File: config.mk
export PLATFORM = sky130hd
export DESIGN_NAME = mesi_isc_cpu_agent
export DESIGN_NICKNAME = d
export VERILOG_FILES = /design/src/rtl/mesi_isc_agent_pkg.sv /design/src/rtl/mesi_isc_snoop_resp.sv /design/src/rtl/mesi_isc_cpu_agent.sv
export SDC_FILE = /design/constraint.sdc
export NUM_CORES = 1
export LEC_CHECK = 0
export CAP_MARGIN = 10
export CORE_ASPECT_RATIO = 0.9
export CORE_MARGIN = 1.5
export CORE_UTILIZATION = 47
export CTS_CLUSTER_SIZE = 25
export DETAILED_ROUTE_END_ITERATION = 10
export PLACE_DENSITY = 0.83
export SETUP_SLACK_MARGIN = 0.4
export SYNTH_ARGS = -nofsm -noshare
export SYNTH_HDL_FRONTEND = slang
export SYNTH_SLANG_ARGS = --single-unit
File: constraint.sdc
create_clock -name clk -period 3.6 [get_ports clk]
set_input_delay 0.72 -clock clk [delete_from_list [all_inputs] [get_ports clk]]
set_output_delay 0.72 -clock clk [all_outputs]
set_load 0.02 [all_outputs]
File: src/rtl/mesi_isc_agent_pkg.sv
`default_nettype none
// +----------------------------------------------------------------------+
// | mesi_isc_agent_pkg                                                   |
// | Bus command encodings and FSM state types for the MESI CPU agent.    |
// | Revision: 1.0                                                        |
// +----------------------------------------------------------------------+
package mesi_isc_agent_pkg;

    // Main-bus commands, matching mesi_isc_define.v
    localparam logic [2:0] c_mbus_nop      = 3'd0;
    localparam logic [2:0] c_mbus_wr       = 3'd1;
    localparam logic [2:0] c_mbus_rd       = 3'd2;
    localparam logic [2:0] c_mbus_wr_broad = 3'd3;
    localparam logic [2:0] c_mbus_rd_broad = 3'd4;

    // Coherence-bus commands
    localparam logic [2:0] c_cbus_nop      = 3'd0;
    localparam logic [2:0] c_cbus_wr_snoop = 3'd1;
    localparam logic [2:0] c_cbus_rd_snoop = 3'd2;
    localparam logic [2:0] c_cbus_en_wr    = 3'd3;
    localparam logic [2:0] c_cbus_en_rd    = 3'd4;

    typedef enum logic [1:0] {
        REQ_IDLE    = 2'd0,
        REQ_BROAD   = 2'd1,
        REQ_WAIT_EN = 2'd2,
        REQ_ACCESS  = 2'd3
    } req_state_t;

    typedef enum logic [1:0] {
        S_IDLE = 2'd0,
        S_WAIT = 2'd1,
        S_ACK  = 2'd2,
        S_GAP  = 2'd3
    } snp_state_t;

endpackage
`default_nettype wire

File: src/rtl/mesi_isc_snoop_resp.sv
`default_nettype none
// +----------------------------------------------------------------------+
// | mesi_isc_snoop_resp                                                  |
// | Coherence-bus responder: snoop capture, latency count, ack and gap.  |
// | Revision: 1.0                                                        |
// +----------------------------------------------------------------------+
module mesi_isc_snoop_resp
    import mesi_isc_agent_pkg::*;
#(
    parameter int ADDR_WIDTH     = 32,
    parameter int CBUS_CMD_WIDTH = 3,
    parameter int SNOOP_LAT      = 2
) (
    input  logic                      clk,
    input  logic                      rst,
    input  logic [CBUS_CMD_WIDTH-1:0] cbus_cmd_i,
    input  logic [ADDR_WIDTH-1:0]     cbus_addr_i,
    input  logic                      en_match_i,
    output logic                      cbus_ack_o,
    output logic                      en_ack_o,
    output logic                      snoop_valid_o,
    output logic                      snoop_wr_o,
    output logic [ADDR_WIDTH-1:0]     snoop_addr_o
);

    localparam logic [3:0] c_lat = 4'(SNOOP_LAT);

    snp_state_t              r_state;
    snp_state_t              w_next;
    logic [3:0]              r_cnt;
    logic                    r_wr;
    logic                    r_is_snoop;
    logic [ADDR_WIDTH-1:0]   r_addr;
    logic                    w_wr_snoop;
    logic                    w_snoop_cmd;

    assign w_wr_snoop  = (cbus_cmd_i == CBUS_CMD_WIDTH'(c_cbus_wr_snoop));
    assign w_snoop_cmd = w_wr_snoop || (cbus_cmd_i == CBUS_CMD_WIDTH'(c_cbus_rd_snoop));

    always_comb begin
        w_next = r_state;
        case (r_state)
            S_IDLE: begin
                if (w_snoop_cmd)
                    w_next = (c_lat == 4'd0) ? S_ACK : S_WAIT;
                else if (en_match_i)
                    w_next = S_ACK;
            end
            S_WAIT:  if (r_cnt <= 4'd1) w_next = S_ACK;
            S_ACK:   w_next = S_GAP;
            // Controller still holds the command this cycle; ignore it
            S_GAP:   w_next = S_IDLE;
            default: w_next = S_IDLE;
        endcase
    end

    always_ff @(posedge clk) begin
        if (rst) begin
            r_state    <= S_IDLE;
            r_cnt      <= 4'd0;
            r_wr       <= 1'b0;
            r_is_snoop <= 1'b0;
            r_addr     <= '0;
        end else begin
            r_state <= w_next;
            if (r_state == S_IDLE && w_snoop_cmd) begin
                r_cnt      <= c_lat;
                r_wr       <= w_wr_snoop;
                r_is_snoop <= 1'b1;
                r_addr     <= cbus_addr_i;
            end else if (r_state == S_IDLE && en_match_i) begin
                r_is_snoop <= 1'b0;
            end else if (r_state == S_WAIT) begin
                r_cnt <= r_cnt - 4'd1;
            end
        end
    end

    assign cbus_ack_o    = (r_state == S_ACK);
    assign snoop_valid_o = cbus_ack_o && r_is_snoop;
    assign en_ack_o      = cbus_ack_o && !r_is_snoop;
    assign snoop_wr_o    = snoop_valid_o && r_wr;
    assign snoop_addr_o  = r_addr;

endmodule
`default_nettype wire

File: src/rtl/mesi_isc_cpu_agent.sv
`default_nettype none
// +----------------------------------------------------------------------+
// | mesi_isc_cpu_agent                                                   |
// | Per-CPU MESI bus agent: broadcast, enable wait, access, snoop acks.  |
// | Optional watchdog output enabled by MESI_ISC_AGENT_TIMEOUT_EN.       |
// | Revision: 1.0                                                        |
// +----------------------------------------------------------------------+
module mesi_isc_cpu_agent
    import mesi_isc_agent_pkg::*;
#(
    parameter int ADDR_WIDTH     = 32,
    parameter int MBUS_CMD_WIDTH = 3,
    parameter int CBUS_CMD_WIDTH = 3,
    parameter int SNOOP_LAT      = 2,
    parameter int TIMEOUT_CYC    = 64
) (
    input  logic                      clk,
    input  logic                      rst,
    input  logic                      req_valid_i,
    input  logic                      req_wr_i,
    input  logic [ADDR_WIDTH-1:0]     req_addr_i,
    output logic                      req_ready_o,
    output logic                      done_o,
    output logic [MBUS_CMD_WIDTH-1:0] mbus_cmd_o,
    output logic [ADDR_WIDTH-1:0]     mbus_addr_o,
    input  logic                      mbus_ack_i,
    input  logic [CBUS_CMD_WIDTH-1:0] cbus_cmd_i,
    input  logic [ADDR_WIDTH-1:0]     cbus_addr_i,
    output logic                      cbus_ack_o,
    output logic                      snoop_valid_o,
    output logic                      snoop_wr_o,
    output logic [ADDR_WIDTH-1:0]     snoop_addr_o
`ifdef MESI_ISC_AGENT_TIMEOUT_EN
    ,output logic                     timeout_o
`endif
);

    req_state_t            r_state;
    req_state_t            w_next;
    logic                  r_wr;
    logic [ADDR_WIDTH-1:0] r_addr;
    logic                  r_done;
    logic                  w_en_match;
    logic                  w_en_ack;

    // done_o occupies one IDLE cycle in which no new request is taken
    assign req_ready_o = (r_state == REQ_IDLE) && !r_done;
    assign done_o      = r_done;

    assign w_en_match = (r_state == REQ_WAIT_EN) &&
                        (cbus_cmd_i == CBUS_CMD_WIDTH'(r_wr ? c_cbus_en_wr : c_cbus_en_rd)) &&
                        (cbus_addr_i == r_addr);

    always_comb begin
        w_next      = r_state;
        mbus_cmd_o  = MBUS_CMD_WIDTH'(c_mbus_nop);
        mbus_addr_o = '0;
        case (r_state)
            REQ_IDLE: if (req_valid_i && req_ready_o) w_next = REQ_BROAD;
            REQ_BROAD: begin
                mbus_cmd_o  = MBUS_CMD_WIDTH'(r_wr ? c_mbus_wr_broad : c_mbus_rd_broad);
                mbus_addr_o = r_addr;
                if (mbus_ack_i) w_next = REQ_WAIT_EN;
            end
            REQ_WAIT_EN: if (w_en_ack) w_next = REQ_ACCESS;
            REQ_ACCESS: begin
                mbus_cmd_o  = MBUS_CMD_WIDTH'(r_wr ? c_mbus_wr : c_mbus_rd);
                mbus_addr_o = r_addr;
                if (mbus_ack_i) w_next = REQ_IDLE;
            end
            default: w_next = REQ_IDLE;
        endcase
    end

    always_ff @(posedge clk) begin
        if (rst) begin
            r_state <= REQ_IDLE;
            r_wr    <= 1'b0;
            r_addr  <= '0;
            r_done  <= 1'b0;
        end else begin
            r_state <= w_next;
            r_done  <= (r_state == REQ_ACCESS) && mbus_ack_i;
            if (r_state == REQ_IDLE && req_valid_i && req_ready_o) begin
                r_wr   <= req_wr_i;
                r_addr <= req_addr_i;
            end
        end
    end

    mesi_isc_snoop_resp #(
        .ADDR_WIDTH     (ADDR_WIDTH),
        .CBUS_CMD_WIDTH (CBUS_CMD_WIDTH),
        .SNOOP_LAT      (SNOOP_LAT)
    ) u_snoop_resp (
        .clk           (clk),
        .rst           (rst),
        .cbus_cmd_i    (cbus_cmd_i),
        .cbus_addr_i   (cbus_addr_i),
        .en_match_i    (w_en_match),
        .cbus_ack_o    (cbus_ack_o),
        .en_ack_o      (w_en_ack),
        .snoop_valid_o (snoop_valid_o),
        .snoop_wr_o    (snoop_wr_o),
        .snoop_addr_o  (snoop_addr_o)
    );

`ifdef MESI_ISC_AGENT_TIMEOUT_EN
    localparam int c_to_w = $clog2(TIMEOUT_CYC + 1);

    logic [c_to_w-1:0] r_to_cnt;
    logic              r_timeout;
    logic              w_counting;

    assign w_counting = (r_state != REQ_IDLE) && (w_next == r_state);
    assign timeout_o  = r_timeout;

    always_ff @(posedge clk) begin
        if (rst) begin
            r_to_cnt  <= '0;
            r_timeout <= 1'b0;
        end else begin
            if (!w_counting)
                r_to_cnt <= '0;
            else if (r_to_cnt != c_to_w'(TIMEOUT_CYC))
                r_to_cnt <= r_to_cnt + 1'b1;
            // Sticky; the FSM keeps waiting regardless
            if (w_counting && r_to_cnt == c_to_w'(TIMEOUT_CYC - 1))
                r_timeout <= 1'b1;
        end
    end
`else
    if (TIMEOUT_CYC > 0) begin : g_no_timeout
    end
`endif

endmodule
`default_nettype wire

**Word level (Yosys, flattened, before mapping)**

Index checks and enable logic that the tools add are counted.

- RAM bits: 0
- Bits in latches: 0
- Logic and storage cells: 73
- Bits in read-only memories: 0
- Memories: 0
- Output and inout bits: 72
- Flip-flop bits (word level): 76

- Eq/ne operators: 17
- $mul: 0
- Mux-type cells: 18
- Shift-type cells: 0
- Reductions and logical operators: 25
- Divide/modulo/power cells: 0
- Add/subtract/negate cells: 1
- $lt $le $gt $ge: 1
- Bitwise logic cells: 1

Operators with widths:

| cell | count |
|---|---|
| $eq 32x32->1 | 1 |
| $mux 32 | 1 |
| $mux 2 | 11 |
| $pmux 2 s4 | 2 |
| $logic_and 1x1->1 | 12 |
| $eq 2x2->1 const B | 4 |
| $ne 2x1->1 const B | 4 |
| $pmux 3 s2 | 1 |
| $reduce_and 2->1 | 3 |
| $eq 2x1->1 const B | 2 |
| $le 4x1->1 const B | 1 |
| $logic_not 2->1 | 2 |
| $ne 2x2->1 const B | 2 |
| $reduce_and 4->1 | 1 |
| $reduce_bool 2->1 | 2 |
| $reduce_or 2->1 | 2 |
| $sub 4x1->4 const B | 1 |
| $eq 3x1->1 const B | 1 |
| $eq 3x2->1 const B | 1 |
| $eq 3x3->1 | 1 |
| $mux 3 | 1 |
| $ne 3x1->1 const B | 1 |
| $logic_not 1->1 | 2 |
| $mux 1 | 2 |
| 2 further kinds | 2 |

**Depth between registers and ports, before layout**

Gate-level depths: netlist of the first run.

- Word-level depth: 7
- Mapped depth: 8
- Gate-level depth less buffers: 8

**Cells and area by module**

A second synthesis of the first run with hierarchy kept.

- Cell total of the unflattened synthesis: 447
- Area, all modules: 4045.1 sq um

By module, submodules not included:

| module | cells each | times used | area an instance (sq um) |
|---|---|---|---|
| mesi_isc_cpu_agent | 252 | 1 | 2219.6 |
| mesi_isc_snoop_resp | 195 | 1 | 1825.5 |

**Worst setup path before layout of the first run**

OpenSTA, ideal clock, no wires.

- Path type: input to register
- Start point: in cbus_cmd_i[1]
- End point: reg u_snoop_resp.r_state[1]
- Setup slack: 1.432 ns
- Stages: 6
- Data arrival time: 2.046 ns
- Setup time: 0.121 ns
- Buffers on the path: 0
- Cell sequence: nor4b_2 -> o2111ai_1 -> nor4_2 -> and4_1 -> o21ai_1 -> mux2_4

- Word-level cells in the longest chain between the ends: 5
- Elaborated cells between the ends (all ways): 10
- Classes of those cells: 4 x eq/ne; 2 x mux; 4 x reduce/logical

RTL lines:

| what | RTL line | source |
|---|---|---|
| start: declaration | mesi_isc_cpu_agent.sv:27 | `input logic [CBUS_CMD_WIDTH-1:0] cbus_cmd_i,` |
| $eq 3x3->1 | mesi_isc_cpu_agent.sv:51 | `(cbus_cmd_i == CBUS_CMD_WIDTH'(r_wr ? c_cbus_en_wr : c_cbus_en_rd)) &&` |
| $logic_and 1x1->1 | mesi_isc_cpu_agent.sv:50 | `assign w_en_match = (r_state == REQ_WAIT_EN) &&` |
| $logic_and 1x1->1 | mesi_isc_cpu_agent.sv:51 |  |
| $ne 3x1->1 (no line) | - |  |
| $reduce_and 2->1 (no line) | - |  |
| end signal: assignment | mesi_isc_snoop_resp.sv:65 | `r_state <= w_next;` |
| end: declaration | mesi_isc_snoop_resp.sv:28 | `snp_state_t r_state;` |

Several ways; a longest one is shown, not always the timed one.
A chain may end at the register's enable or synchronous reset.

**Worst setup path after layout of the first run**

- Start point: reg r_state[1]
- End point: out mbus_addr_o[19]

- Word-level cells in the longest chain between the ends: 3
- Elaborated cells between the ends (all ways): 4
- Classes of those cells: 2 x eq/ne; 1 x mux; 1 x reduce/logical

RTL lines:

| what | RTL line | source |
|---|---|---|
| start: declaration | mesi_isc_cpu_agent.sv:38 | `req_state_t r_state;` |
| start signal: assignment | mesi_isc_cpu_agent.sv:82 | `r_state <= w_next;` |
| $eq 2x2->1 or $eq 2x1->1 (tied branches) | mesi_isc_cpu_agent.sv:58 | `case (r_state)` |
| $reduce_or 2->1 (no line) * | - |  |
| $mux 32 * | mesi_isc_cpu_agent.sv:58 |  |
| end: declaration | mesi_isc_cpu_agent.sv:25 | `output logic [ADDR_WIDTH-1:0] mbus_addr_o,` |

Every way passes the cells marked *; elsewhere a longest branch is shown, timed or not.

==> summary.txt, run 1 <==
Status
  – Status: finished clean

Worst setup path
  – Max FO, Critical Path: 34
  – Critical Path Sink Type: primary output
  – Worst setup SP type: flop
  – WP data arrival: around 2200 ps
  – Crit Reg-Reg Startpoint: r_state[1]$_SDFFE_PP0P_
  – CP Class: reg2out
  – CP required: 2880 ps
  – Reg2Reg Depth: 9
  – R2R setup slack: roughly 1500 ps
  – Reg2Reg Capture Point: r_state[1]$_SDFFE_PP0P_
  – Worst Setup EP: mbus_addr_o[19]
  – Crit path from: r_state[1]$_SDFFE_PP0P_

Logic synthesis
  – Sequential fraction of the synthesis area: 43.0%
  – Yosys warns: 0
  – Synthesis-stage register bit count: between 70 and 80
  – Post-Synth Adder-Cell Area: 3.53%
  – Top FF cell, synth: dfxtp_1
  – Post-synth EDFFs: 0
  – Synthesized-area fraction occupied by xor and xnor cells: approximately 7.7%
  – Top cells by area, synth: dfxtp_1, nand2_1, a21oi_1, xnor2_1, nor2b_1
  – Largest family of logic cells by synthesized area: simple AND/OR/NAND/NOR gates
  – Asr flop ratio synth: 0%
  – Synth Area in Simple Gates: 28.1%
  – Syn avg cell area: 7.77 um^2
  – Cells after Synth: 456
  – Synthesized cell area: 0.00354 mm^2
  – Largest area contributor in the netlist: dfxtp_1
  – Post-synthesis compound-gate area fraction: 12.2%
  – Post-synth top area share: between 40% and 50%
  – Mux share of post-synthesis cell area: 1.63%
  – Distinct cells, synth: 39
  – Syn Nets: between 500 and 600

STA
  – Final Hold Fails: 0
  – Setup TNS: 0 ps
  – Final Skew: 9.12 ps
  – Max Fclk: 340 MHz
  – Final min period: 2940 ps
  – Final Max Slew Viols: 0
  – RSZ-0062 raised after global routing: false
  – Final setup fails: 0
  – Tightest Pin Transition: 860 ps
  – Period utilisation layout: 81.8%
  – Slew margin rel.: 42.7%

Clocking
  – CTS tree: yes
  – Max H-tree Level: 3
  – Hold Buf Count CTS: 0
  – Post-cts resize count: 0
  – Setup bufs post-CTS: 0
  – Num CTS Buffers: 9
  – Clock latency on the worst-skew pair: 350 ps
  – CTS root buf: clkbuf_8
  – CTS clk-pin slew, worst paths: 80 ps
  – Clk buf depth: 2
  – Clock sinks: 76

Routing
  – Pre-Repair DR Iteration Count: 6
  – Antenna Nets Post-Route: 0
  – Via count: 3,541
  – First DRT Iteration DRCs: 105
  – Post-route DRC: 0
  – DR WL/cell: 15.6 um
  – WL final: 10,700 um
  – Post-DR vias/cell: 5.15

Floorplan
  – Area of the core: 0.00718 mm^2
  – DIE WIDTH: 94.5 um
  – Chip Height: 85.3 um
  – Starting density of the core: about 49%
  – Row Count: 29
  – Boundary Pins: between 100 and 150
  – Die Footprint: 0.00806 mm^2

Global routing
  – Gr usage total: 27.3%
  – Vias in the first global route: 3,546
  – Largest net degree at the start of global routing: 48
  – Gr ovfl total: 0
  – Initial antenna violation count: 0
  – First-pass GRT wire length: roughly 17,000 um

Final layout
  – Synth-to-layout area growth: 48.4%
  – Ant. Diodes: 0
  – Nets: approximately 670
  – Share of cells above drive strength 1: 4.88%
  – Fin util: 73.2%
  – Fillers: 572

Pwr
  – Max IR drop VDD: 0.000355 V
  – PwrDens: 560 mW/mm^2
  – Leakage power: 1.88 nW

Worst hold path
  – HP Class: reg2reg

Job
  – Max-cap check violation count: 0

Placement
  – Final Wtd Congestion: 0.851
  – HPWL after detailed placement: 7620 um
  – Port Buffers: 143
[power by group]
group,internal [mW],switching (mW)
combinational,0.490,0.644
sequential,0.972,0.102
clock,0.423,0.312
[synthesized netlist by cell type, types with 2 or more instances]
library cell,n
nand2_1,134
dfxtp_1,76
a21oi_1,69
nor2b_1,33
xnor2_1,26
clkbuf_1,23
nor2_1,15
inv_1,12
ha_1,10
nand2b_1,7
nand4_1,6
nor3_1,5
xor2_1,5
nor4_1,4
and2_1,2
buf_1,2
mux2i_1,2
o21ai_0,2
o22ai_1,2
or2_2,2
[flip-flops by register name, summed over array words and instances (netlist names)]
register / flops
r_addr: 32
u_snoop_resp.snoop_addr_o: 32
u_snoop_resp.r_cnt: 4
r_state: 2
u_snoop_resp.r_state: 2
done_o: 1
r_wr: 1
u_snoop_resp.r_is_snoop: 1
u_snoop_resp.r_wr: 1
[kinds of logic (layout without fill, tap and decap cells)]
group	count (synthesis)	after routing
mux	5	5
simple gates	216	216
fa+ha+maj	10	10
flops	76	76
xor+xnor	31	31
buf+inv	37	175
compound gates	81	81
[worst min-delay path by stage]
stage	startpoint	endpoint	slack (ps)	cells after the start
after floorplan	r_addr[2]$_SDFFE_PP0P_	r_addr[2]$_SDFFE_PP0P_	440	2
after CTS	u_snoop_resp.snoop_addr_o[9]$_SDFFE_PP0P_	u_snoop_resp.snoop_addr_o[9]$_SDFFE_PP0P_	460	2
final	u_snoop_resp.snoop_addr_o[9]$_SDFFE_PP0P_	u_snoop_resp.snoop_addr_o[9]$_SDFFE_PP0P_	460	2
after global placement	u_snoop_resp.snoop_addr_o[26]$_SDFFE_PP0P_	u_snoop_resp.snoop_addr_o[26]$_SDFFE_PP0P_	440	2
after global routing	r_addr[2]$_SDFFE_PP0P_	r_addr[2]$_SDFFE_PP0P_	480	2
after detailed placement	u_snoop_resp.snoop_addr_o[9]$_SDFFE_PP0P_	u_snoop_resp.snoop_addr_o[9]$_SDFFE_PP0P_	450	2
[worst max-delay path, stage by stage, from the launching register on]
cell and delay [ps]:
dfxtp_1 370, inv_1 90, ha_1 230, nor2_2 120, buf_4 360, nor2b_1 100, clkdlybuf4s50_1 580
[cell usage in the layout (no fill, tap or decap), drive strengths merged, types with 2 or more instances in the layout]
cell / instances
dfxtp: 76
o21ai: 3
bufinv: 2
nand2: 134
and2: 2
nor2: 15
nor4: 5
mux2i: 2
or2: 2
nor3: 5
mux2: 3
xnor2: 26
clkbuf: 11
nand2b: 7
nand4: 6
xor2: 5
o22ai: 2
buf: 6
nor2b: 33
ha: 10
a21oi: 69
inv: 12
clkdlybuf4s50: 142
[area by class of cell]
class	instances	area, um^2	share of cell area (%)
clock buffers	11	151	2.88
repair buffers	148	1460	27.9
well taps	93	116	2.21
clock inverters	4	72.6	1.38
multi-input cells	343	1890	35.9
flip-flops and latches	76	1520	28.9
inverters	12	45.0	0.857
[stage by stage]
stage	hold WS [ps]	total power [mW]	std cells	worst slack [ps]	instance area [um^2]
3_5_place_dp	448	2.22	672	743	5030
3_3_place_gp	443	2.19	672	842	5030
5_1_grt	477	3.12	687	506	5260
4_1_cts	458	2.96	687	656	5260
2_1_floorplan	436	1.76	456	1430	3540
6_report	455	2.94	687	657	5260
[layer usage]
layer / up-vias / track usage, % / share of wire [%]
li1: 1750 / - / -
met1: 1639 / 31.7 / 41
met2: 140 / 45.3 / 48
met3: 12 / 11.1 / 9.6
met4: 0 / 9.91 / 1.5
met5: - / 0 / 0
(Power assumes the default switching activity.)
==> run 2: changes to the inputs <==
Settings changed: CORE_UTILIZATION 47 to 39, PLACE_DENSITY 0.83 to 0.73.
Clock period 3.6 ns to 2.65 ns, I/O delays scaled along.
==> summary.txt, run 2 (synthesis results as in run 1) <==
Status
  – Status: finished clean

Pwr
  – Max IR drop VDD: 0.000421 V
  – Internal Power: ~2.6 mW
  – PwrDens: 753 mW/mm^2
  – Reg power frac: 36.1%
  – Clock power share: 21.6%
  – Total power: 4.06 mW
  – Leakage power: 2.06 nW
  – P_sw: 1.50 mW
  – Fraction of power consumed by combinational cells: 42.2%
  – Switching share of power: 36.9%

STA
  – Hold slack final: 454 ps
  – Final Skew: 7.39 ps
  – Final min period: roughly 2200 ps
  – Setup TNS: 0 ps
  – RSZ-0062 raised after global routing: true
  – Slew margin rel.: 61.1%
  – Max Fclk: 447 MHz
  – Tightest Pin Transition: 584 ps
  – Final Hold Fails: 0
  – Final Max Slew Viols: 0
  – Final setup fails: 0
  – Period utilisation layout: between 80% and 90%

Placement
  – Final Wtd Congestion: 0.843
  – Port Buffers: 143
  – HPWL after detailed placement: roughly 8000 um
  – Placed Area: 0.00514 mm^2

Routing
  – First DRT Iteration DRCs: 147
  – Post-route DRC: 0
  – DR WL/cell: 15.4 um
  – Post-DR vias/cell: between 4 and 5
  – Via count: about 3,600
  – Pre-Repair DR Iteration Count: 4
  – Antenna Nets Post-Route: 0
  – WL final: roughly 11,000 um

Worst hold path
  – HP Class: reg2reg

Global routing
  – Vias in the first global route: 3,480
  – Grt met3 use: 8.30%
  – Grt met2 use: about 39%
  – First-pass GRT wire length: between 15,000 and 20,000 um
  – Largest net degree at the start of global routing: 34
  – Initial antenna violation count: 0
  – Gr ovfl total: 0
  – Gr usage total: 23.2%
  – Gr busiest metal: met2
  – Met1 Track Usage GR: between 20% and 30%

Final layout
  – Fin area: between 0.005 and 0.006 mm^2
  – Ant. Diodes: 0
  – Synth-to-layout area growth: 52.4%
  – Fillers: 778
  – Share of cells above drive strength 1: a little over an eighth
  – Most frequent cells in the layout: nand2_1, clkdlybuf4s50_1, dfxtp_1, a21oi_1, nor2b_1
  – Nets: 683
  – Most common cell after layout, fill and taps aside: nand2_1

Worst setup path
  – Critical Path Sink Type: primary output
  – Critical Path Max Stage Delay: 360 ps
  – CP Class: reg2out
  – CP cell instances: inv_2, ha_4, nor2_4, bufbuf_16, nor2b_1, clkdlybuf4s15_2
  – Worst setup SP type: flop
  – CP required: 2120 ps
  – Max FO, Critical Path: 12
  – WP data arrival: 1710 ps
  – Slowest stage cell, crit path: dfxtp_2

Clocking
  – Max H-tree Level: 3
  – Clock latency on the worst-skew pair: 340 ps
  – CTS clk-pin slew, worst paths: 80 ps
  – Clk buf depth: 2
  – CTS root buf: clkbuf_8
  – Clock sinks: 76
  – Num CTS Buffers: 9
  – CTS tree: yes

Floorplan
  – Starting density of the core: 40.8%
  – Boundary Pins: about 140
  – Die Footprint: 0.00966 mm^2
  – Row Count: 32
  – DIE WIDTH: roughly 100 um
  – Area of the core: a little under 0.009 mm^2
  – Chip Height: approximately 93 um

Job
  – Max-cap check violation count: 0
run 2: cell count changes in the layout (fill, tap and decap cells not counted), moves of 2 or more:
cell / change
clkdlybuf4s50_1: -41
dlygate4sd2_1: +4
buf_12: +3
nor4_1: -2
clkbuf_2: +14
dlymetal6s2s_1: +4
buf_2: +6
clkdlybuf4s15_2: +13
ha_1: -2
dfxtp_1: -2
clkbuf_1: +2
buf_4: +6
run 2: final cells by class:
cell class	instances	area, um^2	area share [%]
repair buffers	159	1530	28.4
flip-flops and latches	76	1530	28.3
inverters	12	45.0	0.834
clock buffers	12	145	2.69
well taps	119	149	2.76
multi-input cells	343	1950	36.1
clock inverters	4	48.8	0.904
run 2: final timing paths:
check                                             startpoint                                         end  slack (ps)  cells after the start
setup / recovery                     r_state[1]$_SDFFE_PP0P_                             mbus_addr_o[17]         410                      6
hold / removal    u_snoop_resp.snoop_addr_o[12]$_SDFFE_PP0P_  u_snoop_resp.snoop_addr_o[12]$_SDFFE_PP0P_         450                      2
setup reg to reg                           r_wr$_SDFFE_PP0P_        u_snoop_resp.r_state[1]$_SDFFE_PP0P_         590                      6
hold reg to reg   u_snoop_resp.snoop_addr_o[12]$_SDFFE_PP0P_  u_snoop_resp.snoop_addr_o[12]$_SDFFE_PP0P_         450                      2
run 2: repair_timing:
| action | CTS | global route |
|---|---|---|
| hold endpoints to repair | 0 | 0 |
| resized for setup | 91 | 40 |
| gates cloned | 1 | 0 |
| endpoints found under the setup margin | 39 | 35 |
| hold buffers | 0 | 0 |
| pin swaps | 1 | 3 |
| buffers inserted | 1 | 1 |
run 2: critical path, delay by kind of cell (launching register included):
| family | cells | cell delay (ps) |
|---|---|---|
| flops | 1 | 360 |
| buf+inv | 3 | 620 |
| simple gates | 2 | 200 |
| fa+ha+maj | 1 | 180 |
run 2: layer usage:
metal	up-vias	part of all wire, %
li1	1770	-
met1	1690	41
met2	132	48
met3	22	8.7
met4	0	2.2
met5	-	0
run 2: power groups by stage:
| stage | sequential (mW) | clock [mW] | combinational (mW) |
|---|---|---|---|
| floorplan | 1.51 | 0 | 0.878 |
| global placement | 1.47 | 0 | 1.57 |
| detailed placement | 1.48 | 0 | 1.59 |
| CTS | 1.46 | 0.895 | 1.70 |
| global route | 1.49 | 0.944 | 1.85 |
| finish | 1.47 | 0.879 | 1.72 |
run 2: metrics by stage:
| stage | std cells | setup slack, ps | util [%] |
|---|---|---|---|
| 4_1_cts | 724 | 357 | 62.3 |
| 2_1_floorplan | 456 | 672 | - |
| 3_5_place_dp | 706 | 33.5 | 59.1 |
| 5_1_grt | 725 | 345 | 62.1 |
| 3_3_place_gp | 706 | 57.3 | 59.1 |
| 6_report | 725 | 414 | 62.1 |
